--- src/rtl/robot_motion_decoder.sv ---
// robot_motion_decoder: one-hot command FSM with ramped speed that flips direction only at standstill.
// Define ROBOT_ERR_COUNT_EN to add err_count, a saturating count of FAULT entries.
module robot_motion_decoder #(
    parameter logic [7:0] MAX_SPEED = 8'd200,
    parameter logic [7:0] RAMP_STEP = 8'd16
) (
    input  logic       clk,
    input  logic       rst_n,
    input  logic       forward,
    input  logic       stop,
    input  logic       reverse,
    output logic       motor_en,
    output logic       motor_dir,
    output logic [7:0] speed,
    output logic [2:0] state,
    output logic       seq_error,
    output logic       illegal_code
`ifdef ROBOT_ERR_COUNT_EN
    ,
    output logic [7:0] err_count
`endif
);
    typedef enum logic [2:0] {IDLE = 3'd0, FWD = 3'd1, HALT = 3'd2, REV = 3'd3, FAULT = 3'd4} state_t;
    state_t cur, nxt;
    logic is_f, is_s, is_r, illegal;
    logic want_dir, dir_nxt;
    logic [7:0] target, speed_nxt;
    assign is_f = {forward, stop, reverse} == 3'b100;
    assign is_s = {forward, stop, reverse} == 3'b010;
    assign is_r = {forward, stop, reverse} == 3'b001;
    assign illegal = !(is_f || is_s || is_r);
    assign state = cur;
    always_comb begin
        nxt = cur;
        if (illegal)
            nxt = FAULT;
        else
            case (cur)
                IDLE:    nxt = is_f ? FWD : is_s ? HALT : REV;
                FWD:     nxt = is_r ? FAULT : is_s ? HALT : FWD;
                HALT:    nxt = is_f ? FAULT : is_r ? REV : HALT;
                REV:     nxt = is_s ? FAULT : is_f ? FWD : REV;
                FAULT:   nxt = is_s ? HALT : FAULT;
                default: nxt = IDLE;
            endcase
    end
    // Target stays 0 until motor_dir matches the requested drive direction.
    always_comb begin
        want_dir = cur == REV ? 1'b1 : cur == FWD ? 1'b0 : motor_dir;
        dir_nxt = speed == 8'd0 ? want_dir : motor_dir;
        target = ((cur == FWD && !motor_dir) || (cur == REV && motor_dir)) ? MAX_SPEED : 8'd0;
        speed_nxt = speed;
        if (cur == FAULT)
            speed_nxt = 8'd0;
        else if (speed < target)
            speed_nxt = (target - speed > RAMP_STEP) ? speed + RAMP_STEP : target;
        else if (speed > target)
            speed_nxt = (speed - target > RAMP_STEP) ? speed - RAMP_STEP : target;
    end
    always_ff @(posedge clk or negedge rst_n) begin
        if (!rst_n) begin
            cur          <= IDLE;
            speed        <= 8'd0;
            motor_en     <= 1'b0;
            motor_dir    <= 1'b0;
            seq_error    <= 1'b0;
            illegal_code <= 1'b0;
        end else begin
            cur          <= nxt;
            speed        <= speed_nxt;
            motor_en     <= speed_nxt != 8'd0;
            motor_dir    <= dir_nxt;
            seq_error    <= nxt == FAULT;
            illegal_code <= illegal;
        end
    end
`ifdef ROBOT_ERR_COUNT_EN
    always_ff @(posedge clk or negedge rst_n) begin
        if (!rst_n)
            err_count <= 8'd0;
        else if (nxt == FAULT && cur != FAULT && err_count != 8'hff)
            err_count <= err_count + 8'd1;
    end
`endif
endmodule

--- config.mk ---
export PLATFORM = sky130hd
export DESIGN_NAME = robot_motion_decoder
export DESIGN_NICKNAME = d
export VERILOG_FILES = /design/src/rtl/robot_motion_decoder.sv
export SDC_FILE = /design/constraint.sdc
export NUM_CORES = 1
export LEC_CHECK = 0
export BUFFER_PORTS_ARGS = -buffer_cell sky130_fd_sc_hd__buf_4
export CORE_MARGIN = 2
export CORE_UTILIZATION = 41
export DETAILED_ROUTE_END_ITERATION = 7
export GPL_TIMING_DRIVEN = 0
export PLACE_DENSITY = 0.7
export SLEW_MARGIN = 10
export SYNTH_ARGS = -nofsm -noshare
export SYNTH_HDL_FRONTEND = slang
export SYNTH_SLANG_ARGS = --single-unit
--- constraint.sdc ---
create_clock -name clk -period 5.4 [get_ports clk]
set_clock_uncertainty 0.2 [all_clocks]
set_input_delay 0.54 -clock clk [delete_from_list [all_inputs] [get_ports clk]]
set_output_delay 0.54 -clock clk [all_outputs]
set_load 0.03 [all_outputs]
Word-level counts from Yosys, hierarchy flattened --
Cells that the tools add are included.
Operators by class: add/sub/neg operators 4, magnitude comparators 4, equality and inequality tests 8, muxes and demuxes 19, reductions and logical operators 12
Operator list (number):
- $mux 8 | 6
- $gt 8x5->1 const B | 2
- $sub 8x8->8 | 2
- $mux 3 | 5
- $pmux 3 s5 | 1
- $eq 3x2->1 const B | 3
- $eq 3x3->1 const B | 3
- $add 8x5->8 const B | 1
- $gt 8x8->1 | 1
- $logic_not 8->1 | 1
- $lt 8x8->1 | 1
- $reduce_bool 8->1 | 1
- $sub 8x5->8 const B | 1
- $eq 3x1->1 const B | 2
- $mux 2 | 3
- $mux 1 | 4
- $logic_not 3->1 | 1
- $logic_or 1x1->1 | 3
- $logic_and 1x1->1 | 2
- $logic_not 1->1 | 2
- $reduce_and 2->1 | 1
- $reduce_bool 2->1 | 1
Word-level totals: bits in registers 15, input port bits 5, output and inout port bits 15, word-level logic and storage cells 53

Logic depth before layout (Yosys ltp) --
Gate-level depths: netlist (run 1).
depth in word-level cells 11, depth in mapped cells 13

Worst setup path before layout (run 1) --
OpenSTA, ideal clock, no wires.
path type register to register, from register cur[2] (netlist: state[2]), to register motor_en, setup time 0.073 ns, arrival 3.161 ns, slack 1.966 ns, cell stages (with the launch flop) 14, buffers on the path 2, cells stage by stage dfrtp_1 > clkbuf_1 > nor2b_1 > nand2_1 > inv_1 > ha_1 > buf_2 > or3b_2 > o21ai_0 > a21boi_0 > or2_1 > a221oi_1 > a221oi_1 > nand4bb_1
Between the ends: longest elaborated chain between the ends 11, elaborated cells on any way between the ends 19
Ends and longest elaborated chain:
- start, declared | line 24 | state_t cur, nxt;
- start signal, assigned | line 69 | cur <= nxt;
- $eq 3x1->1 / $eq 3x2->1 (equally long branches) | line 51 | target = ((cur == FWD && !motor_dir) || (cur == REV && motor_dir)) ? MAX_SPEED : 8'd0;
- $logic_and 1x1->1 | line 51
- $logic_or 1x1->1 | line 51
- $mux 8 | line 51
- $sub 8x8->8 | line 58 | speed_nxt = (speed - target > RAMP_STEP) ? speed - RAMP_STEP : target;
- $gt 8x5->1 | line 58
- $mux 8 | line 58
- $mux 8 | line 57 | else if (speed > target)
- $mux 8 | line 55 | else if (speed < target)
- $mux 8 (*) | line 53 | if (cur == FAULT)
- $reduce_bool 8->1 (*) | line 71 | motor_en <= speed_nxt != 8'd0;
- end signal, assigned | line 64 | motor_en <= 1'b0;
- end signal, assigned | line 71
- end, declared | line 12 | output logic motor_en,
Mark *: on every way between the ends. The rest lies on a longest branch, timed or not. A chain may end at the register's enable or synchronous reset.

Worst setup path after layout (run 1) --
from register cur[1] (netlist: state[1]), to register motor_en
The elaborated chain is that of the path after synthesis.

==> flow_summary.yaml, run 1 <==
outcome:
  status: "finished clean"
clocking:
  cts.sinks: 15
  tritoncts: "yes"
  cts-root-buf: "clkbuf_4"
  clockBufferDepth: 2
  clk-insertion-delay-late_ps: 280
  ctsHtreeMaxLevel: 1
  cts_resized: 0
  cts_setup_buffers: 0
  cts.clk_slew.worst_paths_ps: 80
  cts_inserted_buffers: 3
final_layout:
  diodes: 0
  fin_cells: 233
  fillers: 303
  area_growth_pct: 16.5
  final_area_um2: 1540
  nNetsFinal: 200
  drive_above_1_share_pct: 16.9
logic_synthesis:
  syn-num-nets: 177
  ys_ff_latch: 15
  ys_async_sr_fraction_pct: 100
  ys.flop_type: "dfrtp_1"
  synthCells: 167
  ys_seq_area_share_pct: 28.3
  postSynthAreaPerCell_um2: 7.93
  synth_area_um2: 1330
  synth_warnings: 0
  synth-edff-count: 0
  synthDistinctLibCells: 45
placement:
  hpwl_um: 2540
  place.gp.congestion: 0.925
  port_buffers: 17
  placed_cell_area_um2: 1510
  dp.cells: 228
worst_setup_path:
  worstPathArrival_ps: 3990
  rr_startpoint: "state[1]"
  rrSetupSlack_ps: 1420
  crit_end: "motor_en"
  path_class: "register to register"
  r2r_cells: 13
  critPathLaunchType: "register"
  crit_start: "state[1]"
  crit_path_max_fanout: 10
  endpoint_kind: "register"
  r2r_end: "motor_en"
  worstPathRequired_ps: 5410
global_routing:
  grt_max_degree: 16
  grt_util_all_layers_pct: 19.6
  antenna_found_initial: 0
  overflow: 0
  grt_pass1_wl_um: 5440
  grt_pass1_vias: 1219
drt:
  drt-initial-drc-count: 63
  highest_layer: "met4"
  routedWlPerCell_um: 14.1
  first_pass_iters: 4
  wl_met2_um: 1650
  vias: 1334
  routed_wl_um: 3280
  vias_per_cell: 5.73
  ant_nets: 0
  wl_met3_um: 187
  wl_met1_um: 1400
  drc: 0
job:
  cap_violations: 0
sta:
  fmax_mhz: 251
  tns_ps: 0
  fin_crit_sh_pct: 73.7
  worst_pin_slew_ps: 497
  slew_violations: 0
  min_period_ps: 3980
  slew_headroom_pct: 66.6
  rsz0062_at_grt: "false"
  finalHoldViolCount: 0
  final-setup-viol-count: 0
floorplan:
  die_y_um: 60.9
  die_area_um2: 3700
  rows: 20
  fp.coreArea_um2: 3050
  initial_core_util_pct: 43.4
  ioPinCount: 20
  fp.dieW_um: 60.9
power:
  p_leak_nw: 0.677
  ir_worst_vdd_uv: 179
  powerDensity_nw_per_um2: 419
worst_hold_path:
  hold_path_class: "input pin to register"
==> logic make-up (layout without fill, tap and decap cells) <==
group                      after synthesis  after routing  share of synthesized area, %
adders and majority gates                5              5                          4.72
AOI/OAI and AO/OA                       50             50                          26.3
xor gates and xnor gates                 8              8                          5.29
muxes                                    5              5                          3.97
DFF                                     15             15                          28.3
buffers and inverters                   20             42                          5.95
and+or+nand+nor                         64             64                          25.5
==> power breakdown <==
| part | switching, W | internal, W | total [W] |
|---|---|---|---|
| Sequential | 0.0000157 | 0.000127 | 0.000143 |
| Clock | 0.0000343 | 0.0000287 | 0.0000630 |
| Combinational | 0.000263 | 0.000178 | 0.000441 |
==> final cells by class <==
cell class / count / area, um^2 / area share [%]
plain buffers: 11 / 45.0 / 2.92
clock buffers: 4 / 26.3 / 1.70
inverters: 9 / 33.8 / 2.19
multi-input cells: 132 / 871 / 56.4
flip-flops and latches: 15 / 375 / 24.3
well taps: 44 / 55.1 / 3.57
repair buffers: 18 / 138 / 8.91
==> Yosys cell counts, drive strengths merged, types with 3 or more instances <==
library cell / count / area [um^2]
or2: 4 / 25.0
o211ai: 5 / 37.5
nor2b: 5 / 31.3
xnor2: 4 / 35.0
buf: 3 / 15.0
nand2: 10 / 37.5
clkbuf: 8 / 30.0
nand3: 5 / 25.0
inv: 9 / 33.8
o21ai: 13 / 65.1
and2: 5 / 31.3
dfrtp: 15 / 375
xor2: 4 / 35.0
o221ai: 3 / 26.3
ha: 5 / 62.6
a22oi: 3 / 36.3
nor2: 17 / 63.8
a21oi: 10 / 50.1
nor3: 7 / 35.0
mux2i: 3 / 30.0
==> per-layer routing <==
layer  GRT usage, %  vias up
li1               -      647
met1           25.9      640
met2           32.1       43
met3           1.71        4
met4           9.94        0
met5              0        -
==> what timing repair did <==
action / 4_1_cts / 5_1_grt
hold buffers: 1 / 0
endpoints found under the setup margin: 0 / 0
endpoints found under the hold margin: 15 / 0
==> critical path: stages (launching register included) <==
cell	delay [ps]
dfrtp_1	390
buf_2	180
xnor2_1	330
nand2_1	220
inv_1	280
ha_1	170
buf_2	220
or3b_2	530
o21ai_0	190
a21boi_0	130
or2_1	290
a221oi_1	460
a221oi_1	170
nand4bb_1	150
==> worst min-delay path by stage <==
stage	from	cells past startpoint	slack [ps]	endpoint
5_1_grt	stop	2	270	state[0]
3_5_place_dp	rst_n	1	200	state[2]
2_1_floorplan	rst_n	0	40	illegal_code
4_1_cts	stop	2	260	state[0]
6_report	stop	2	270	state[0]
3_3_place_gp	rst_n	1	200	seq_error
==> flip-flops by register name, indices dropped and copies added (netlist names) <==
| register | flops |
|---|---|
| illegal_code | 1 |
| motor_dir | 1 |
| motor_en | 1 |
| seq_error | 1 |
| speed | 8 |
| state | 3 |
==> placed cells by master (no fill, tap or decap), drive strengths merged, types with 3 or more instances in the layout <==
master	Yosys	routed
buf	3	20
nor2	17	17
dfrtp	15	15
o21ai	13	13
clkbuf	8	12
nand2	10	10
a21oi	10	10
inv	9	9
nor3	7	7
nor2b	5	5
nand3	5	5
o211ai	5	5
and2	5	5
ha	5	5
xnor2	4	4
xor2	4	4
or2	4	4
mux2i	3	3
o221ai	3	3
a22oi	3	3
==> per-stage QoR <==
step / hold WS [ps] / utilization [%] / setup slack, ps / total power (W)
3_3_place_gp: 200 / 49.4 / 1630 / 0.000566
6_report: 265 / 50.6 / 1420 / 0.000647
5_1_grt: 271 / 50.6 / 1160 / 0.000695
4_1_cts: 260 / 50.6 / 1510 / 0.000641
3_5_place_dp: 204 / 49.4 / 1570 / 0.000575
2_1_floorplan: 44.4 / - / 1970 / 0.000479
Power figures use the tool's default switching activity.
==> run 2, diff against run 1 <==
Settings changed: ABC_AREA from default to 1, PLACE_DENSITY 0.7 to 0.72.
Clock period 5.4 ns to 3.3 ns, I/O delays scaled along.
==> run 2 against run 1 <==
Against the previous run: utilization up 0.91 points; cell count is 15% higher; register-to-register slack worse by 1100 ps; non-clock buffer count shrank 7; worst hold slack worse by 77 ps; critical endpoint unchanged; largest cell class unchanged; highest routed layer unchanged.
==> flow_summary.yaml, run 2 <==
outcome:
  status: "finished clean"
logic_synthesis:
  ys_ff_latch: 15
  ys.flop_type: "dfrtp_1"
  yosysMostFrequentCell: "nand2_1"
  synthDistinctLibCells: 28
  synth_top_family_by_area: "simple AND/OR/NAND/NOR gates"
  syn-num-nets: 211
  synth_simple_gate_area_share_pct: 47.1
  synth_top_cells_by_area: "dfrtp_1 27%, nand2_1 13%, inv_1 9.3%"
  ys_seq_area_share_pct: 27.4
  muxShareOfSynthArea_pct: 0
  synthCells: 201
  ys_async_sr_fraction_pct: 100
  synth_warnings: 0
  postSynthAreaPerCell_um2: 6.82
  synthTopCellsByCount: "46 x nand2_1, 34 x inv_1, 15 x dfrtp_1, 15 x nand3_1, 15 x nor2_1"
  synth_top_area_share_pct: 27.4
  synth-edff-count: 0
  synth_area_leader_cell: "dfrtp_1"
  synth-compound-area-share_pct: 6.39
  synth-xor-area-share_pct: 3.19
  synth_area_um2: 1370
  synthAdderAreaFrac_pct: 4.56
drt:
  routedWlPerCell_um: 11.1
  routed_wl_um: 3000
  drt-initial-drc-count: 66
  drc: 0
  first_pass_iters: 4
  vias_per_cell: 4.80
  ant_nets: 0
  vias: 1290
clocking:
  cts-root-buf: "clkbuf_4"
  tritoncts: "yes"
  clockBufferDepth: 2
  cts_inserted_buffers: 3
  cts.sinks: 15
  cts.clk_slew.worst_paths_ps: 90
  clk-insertion-delay-late_ps: 280
  ctsHtreeMaxLevel: 1
final_layout:
  final_common_cell: "nand2_1"
  fin_util_pct: 51.5
  largest_register: "speed"
  nNetsFinal: 236
  largest_reg_flops: 8
  drive_above_1_share_pct: 25.8
  area_growth_pct: 17.4
  diodes: 0
  mostFrequentLayoutCells: "46 x nand2_1, 34 x inv_1, 19 x buf_4"
power:
  fin_total_pwr_w: 0.000381
  ir_worst_vdd_uv: 258
  p_leak_nw: 0.878
  powerDensity_nw_per_um2: 237
sta:
  final-setup-viol-count: 0
  finalHoldViolCount: 0
  slew_headroom_pct: 64.1
  min_period_ps: 2950
  fin_crit_sh_pct: 89.4
  rsz0062_at_grt: "false"
  fmax_mhz: 339
  tns_ps: 0
  worst_pin_slew_ps: 535
  slew_violations: 0
global_routing:
  grt_max_degree: 16
  overflow: 0
  met1_usage_pct: 27.5
  grt_pass1_vias: 1154
  busiest_layer: "met2"
  use_met2_pct: 27.5
  grt_pass1_wl_um: 5220
  grt_util_all_layers_pct: 18.6
  use_met3_pct: 1.45
  antenna_found_initial: 0
worst_setup_path:
  cp_num_buf_inv: 2
  worstPathArrival_ps: 2920
  critPathLaunchType: "register"
  worstPathRequired_ps: 3270
  path_common_cell: "nand2_1"
  cpMaxStageDelayCell: "dfrtp_1"
  endpoint_kind: "register"
  path_class: "register to register"
  crit_chain: "nand3_1 -> nand2_2 -> nand2_1 -> inv_1 -> ha_1 -> inv_1 -> nand2_1 -> nand4_1 -> nor2_2 -> o21ai_1 -> nor2_2 -> o21ai_1 -> nand2_1 -> nand2_1 -> nor2_1 -> nand3_2"
  crit_path_max_fanout: 8
  crit_family: "simple AND/OR/NAND/NOR gates"
  slowest_delay_ps: 480
floorplan:
  initial_core_util_pct: 43.8
  ioPinCount: 20
  die_area_um2: 3820
  fp.coreArea_um2: 3130
  die_y_um: 61.8
  fp.dieW_um: 61.8
  rows: 20
placement:
  port_buffers: 19
  place.gp.congestion: 0.894
  hpwl_um: 2460
job:
  cap_violations: 0
worst_hold_path:
  hold_path_class: "input pin to register"
[run 2: where the power goes]
group          internal (W)  total (W)  switching [W]
clock network     0.0000469   0.000106      0.0000587
logic             0.0000287  0.0000830      0.0000543
registers          0.000188   0.000193     0.00000447
[run 2: routing by layer]
layer  routed length [um]  up-vias  part of all wire [%]
met2                 1340       32                    45
met3                  121        4                   4.0
li1                     -      687                     -
met5                    0        -                     0
met1                 1490      567                    50
met4                   43        0                   1.4
[run 2: per-stage QoR]
step	hold slack, ps	setup WS, ps	area, um^2	instances
final	188	351	1610	269
after global routing	203	8.00	1610	269
after global placement	-3.49	245	1570	264
after detailed placement	-2.95	230	1570	264
after floorplan	-166	500	1370	201
after CTS	184	205	1610	269
[run 2: logic make-up (layout without fill, tap and decap cells)]
group / count (synthesis) / in the layout
AND/OR/NAND/NOR: 119 / 119
adder cells (fa/ha/maj): 5 / 5
buffers and inverters: 41 / 65
XOR/XNOR: 5 / 5
flip-flops: 15 / 15
AO/OA/AOI/OAI: 16 / 16
[run 2: worst register-to-register path, stage by stage (launching register included)]
cell and delay (ps):
dfrtp_1 480, nand3_1 190, nand2_2 100, nand2_1 180, inv_1 110, ha_1 350
inv_1 120, nand2_1 80, nand4_1 110, nor2_2 190, o21ai_1 110, nor2_2 170
o21ai_1 90, nand2_1 80, nand2_1 70, nor2_1 130, nand3_2 80
[run 2: final timing paths]
path	to	start	depth (start not counted)	slack, ps
min reg2reg	speed[1]	speed[1]	2	380
max reg2reg	motor_en	state[0]	16	350
max in group asynchronous	state[2]	rst_n	2	2470
min	state[1]	forward	4	190
min in group asynchronous	motor_dir	rst_n	2	230
max	motor_en	state[0]	16	350
[run 2: cell type report]
type,instances,area [um^2]
Sequential cell,15,378
Buffer,2,8.76
Tap cell,44,55.1
Clock buffer,4,26.3
Fill cell,343,1520
Inverter,39,148
Multi-Input combinational cell,145,842
Timing Repair Buffer,20,153
[run 2: what timing repair did]
| action | in CTS | in global routing |
|---|---|---|
| resized for setup | 0 | 3 |
| setup endpoints to repair | 0 | 1 |
| hold buffers | 1 | 0 |
| hold endpoints to repair | 15 | 0 |
| setup buffers | 0 | 0 |
==> run 3, diff against run 2 <==
Settings changed: ABC_AREA 1 to default, CELL_PAD_IN_SITES_DETAIL_PLACEMENT from default to 1, CELL_PAD_IN_SITES_GLOBAL_PLACEMENT from default to 2, CORE_UTILIZATION 41 to 30, PLACE_DENSITY 0.72 to 0.85.
==> run 3 against run 2 <==
Against the previous run: critical path depth fell by 3; sequential cell count stayed put; cell count decreased by 8.6%; power increased to 3.4 times the previous value; non-clock buffer count grew 12; fmax shrank 8.2%.
==> flow_summary.yaml, run 3 (synthesized netlist as in run 1, its figures left out) <==
floorplan:
  fp.dieW_um: 70.5
  die_area_um2: 4960
  rows: 24
  ioPinCount: 20
  fp.coreArea_um2: 4290
  die_y_um: 70.5
  initial_core_util_pct: 30.9
worst_setup_path:
  cp_num_buf_inv: 3
  critPathLaunchType: "register"
  crit_chain: "clkbuf_8 -> nor2b_4 -> nand2_4 -> inv_6 -> ha_1 -> buf_4 -> or3b_4 -> o22ai_1 -> or3b_2 -> o211ai_1 -> a211oi_1 -> a221oi_2 -> nand4bb_1"
  cpMaxStageDelayCell: "or3b_2"
  crit_start: "state[2]"
  rr_startpoint: "state[2]"
  crit_family: "simple AND/OR/NAND/NOR gates"
  slowest_delay_ps: 470
  endpoint_kind: "register"
  path_class: "register to register"
  crit_path_max_fanout: 10
  worstPathArrival_ps: 3120
  worstPathRequired_ps: 3210
sta:
  min_period_ps: 3210
  fmax_mhz: 311
  final-setup-viol-count: 0
  worst_pin_slew_ps: 485
  holdWs_ps: 108
  tns_ps: 0
  finalHoldViolCount: 0
  slew_violations: 0
  slew_headroom_pct: 67.7
  fin_crit_sh_pct: 97.3
drt:
  first_pass_iters: 4
  drt-initial-drc-count: 44
  routed_wl_um: 4200
  vias_per_cell: 5.50
  routedWlPerCell_um: 17.1
  vias: 1352
  drc: 0
  ant_nets: 0
worst_hold_path:
  hold_path_class: "input pin to register"
  min_from: "stop"
final_layout:
  area_growth_pct: 30.9
  mostFrequentLayoutCells: "24 x buf_4, 17 x nor2_1, 12 x dfrtp_1"
  drive_above_1_share_pct: 28.9
  final_common_cell: "buf_4"
  largest_register: "speed"
  largest_reg_flops: 8
  diodes: 0
  nNetsFinal: 205
clocking:
  clk-insertion-delay-late_ps: 240
  cts-root-buf: "clkbuf_8"
  ctsHtreeMaxLevel: 1
  cts_inserted_buffers: 3
  clockBufferDepth: 2
  tritoncts: "yes"
  cts.clk_slew.worst_paths_ps: 60
  cts.sinks: 15
power:
  ir_worst_vdd_uv: 298
  powerDensity_nw_per_um2: 755
  p_leak_nw: 0.737
  comb_power_share_pct: 70.3
  pwr-share-clk_pct: 11.3
  p_int_w: 0.000689
  seq_power_share_pct: 18.4
  fin_total_pwr_w: 0.00131
  p_sw_w: 0.000621
  swShare_pct: 47.4
placement:
  place.gp.congestion: 0.789
  port_buffers: 17
  hpwl_um: 3130
global_routing:
  grt_pass1_vias: 1407
  grt_max_degree: 16
  antenna_found_initial: 0
  overflow: 0
  grt_pass1_wl_um: 6780
  grt_util_all_layers_pct: 17.0
outcome:
  status: "finished clean"
job:
  cap_violations: 0
run 3: path summary, 6_finish.rpt:
kind	end	slack [ps]	cells after the start
min	state[0]	110	2
max	motor_en	90	13
max reg2reg	motor_en	90	13
max in group asynchronous	motor_dir	2430	2
min reg2reg	speed[1]	350	1
min in group asynchronous	speed[1]	280	2
run 3: power by group through the flow:
| stage | Sequential, W | Clock (W) | Combinational (W) |
|---|---|---|---|
| after global placement | 0.000238 | 0 | 0.000730 |
| after CTS | 0.000241 | 0.000152 | 0.000842 |
| after detailed placement | 0.000239 | 0 | 0.000744 |
| after floorplan | 0.000278 | 0 | 0.000519 |
| final | 0.000241 | 0.000148 | 0.000920 |
| after global routing | 0.000245 | 0.000164 | 0.000983 |
run 3: worst register-to-register path, delay by kind of cell (launching register included):
| family | cells | cell delay [ps] |
|---|---|---|
| adders and majority gates | 1 | 230 |
| AOI/OAI and AO/OA | 4 | 690 |
| DFF | 1 | 400 |
| and+or+nand+nor | 5 | 1120 |
| buffers and inverters | 3 | 440 |
run 3: what timing repair did:
item,CTS,global route
pin swaps,1,6
cloned,0,0
setup buffers,4,3
endpoints found under the setup margin,9,5
endpoints found under the hold margin,15,0
hold buffers,1,0
resized for setup,18,13
run 3: per-stage QoR:
stage                     utilization [%]  std cells  setup slack (ps)  cell area, um^2
final                                40.4        246              89.5             1730
after global routing                 40.4        246             -8.02             1730
after floorplan                         -        167             0.935             1330
after global placement               35.5        236              -420             1530
after detailed placement             35.5        236              -508             1530
after CTS                            39.1        243              13.7             1680
run 3: layout make-up:
class	count	area, um^2
Timing Repair Buffer	25	194
Fill cell	514	2560
Multi-Input combinational cell	132	955
Buffer	9	57.6
Inverter	9	38.8
Sequential cell	15	379
Tap cell	52	65.1
Clock buffer	4	45.0
run 3: per-layer routing:
metal	part of all wire (%)	wire length (um)	up-vias	GRT usage, %
met4	0.95	40	0	6.20
met5	0	0	-	0
li1	-	-	654	-
met1	44	1860	665	22.8
met3	3.0	124	4	1.44
met2	52	2170	29	28.4
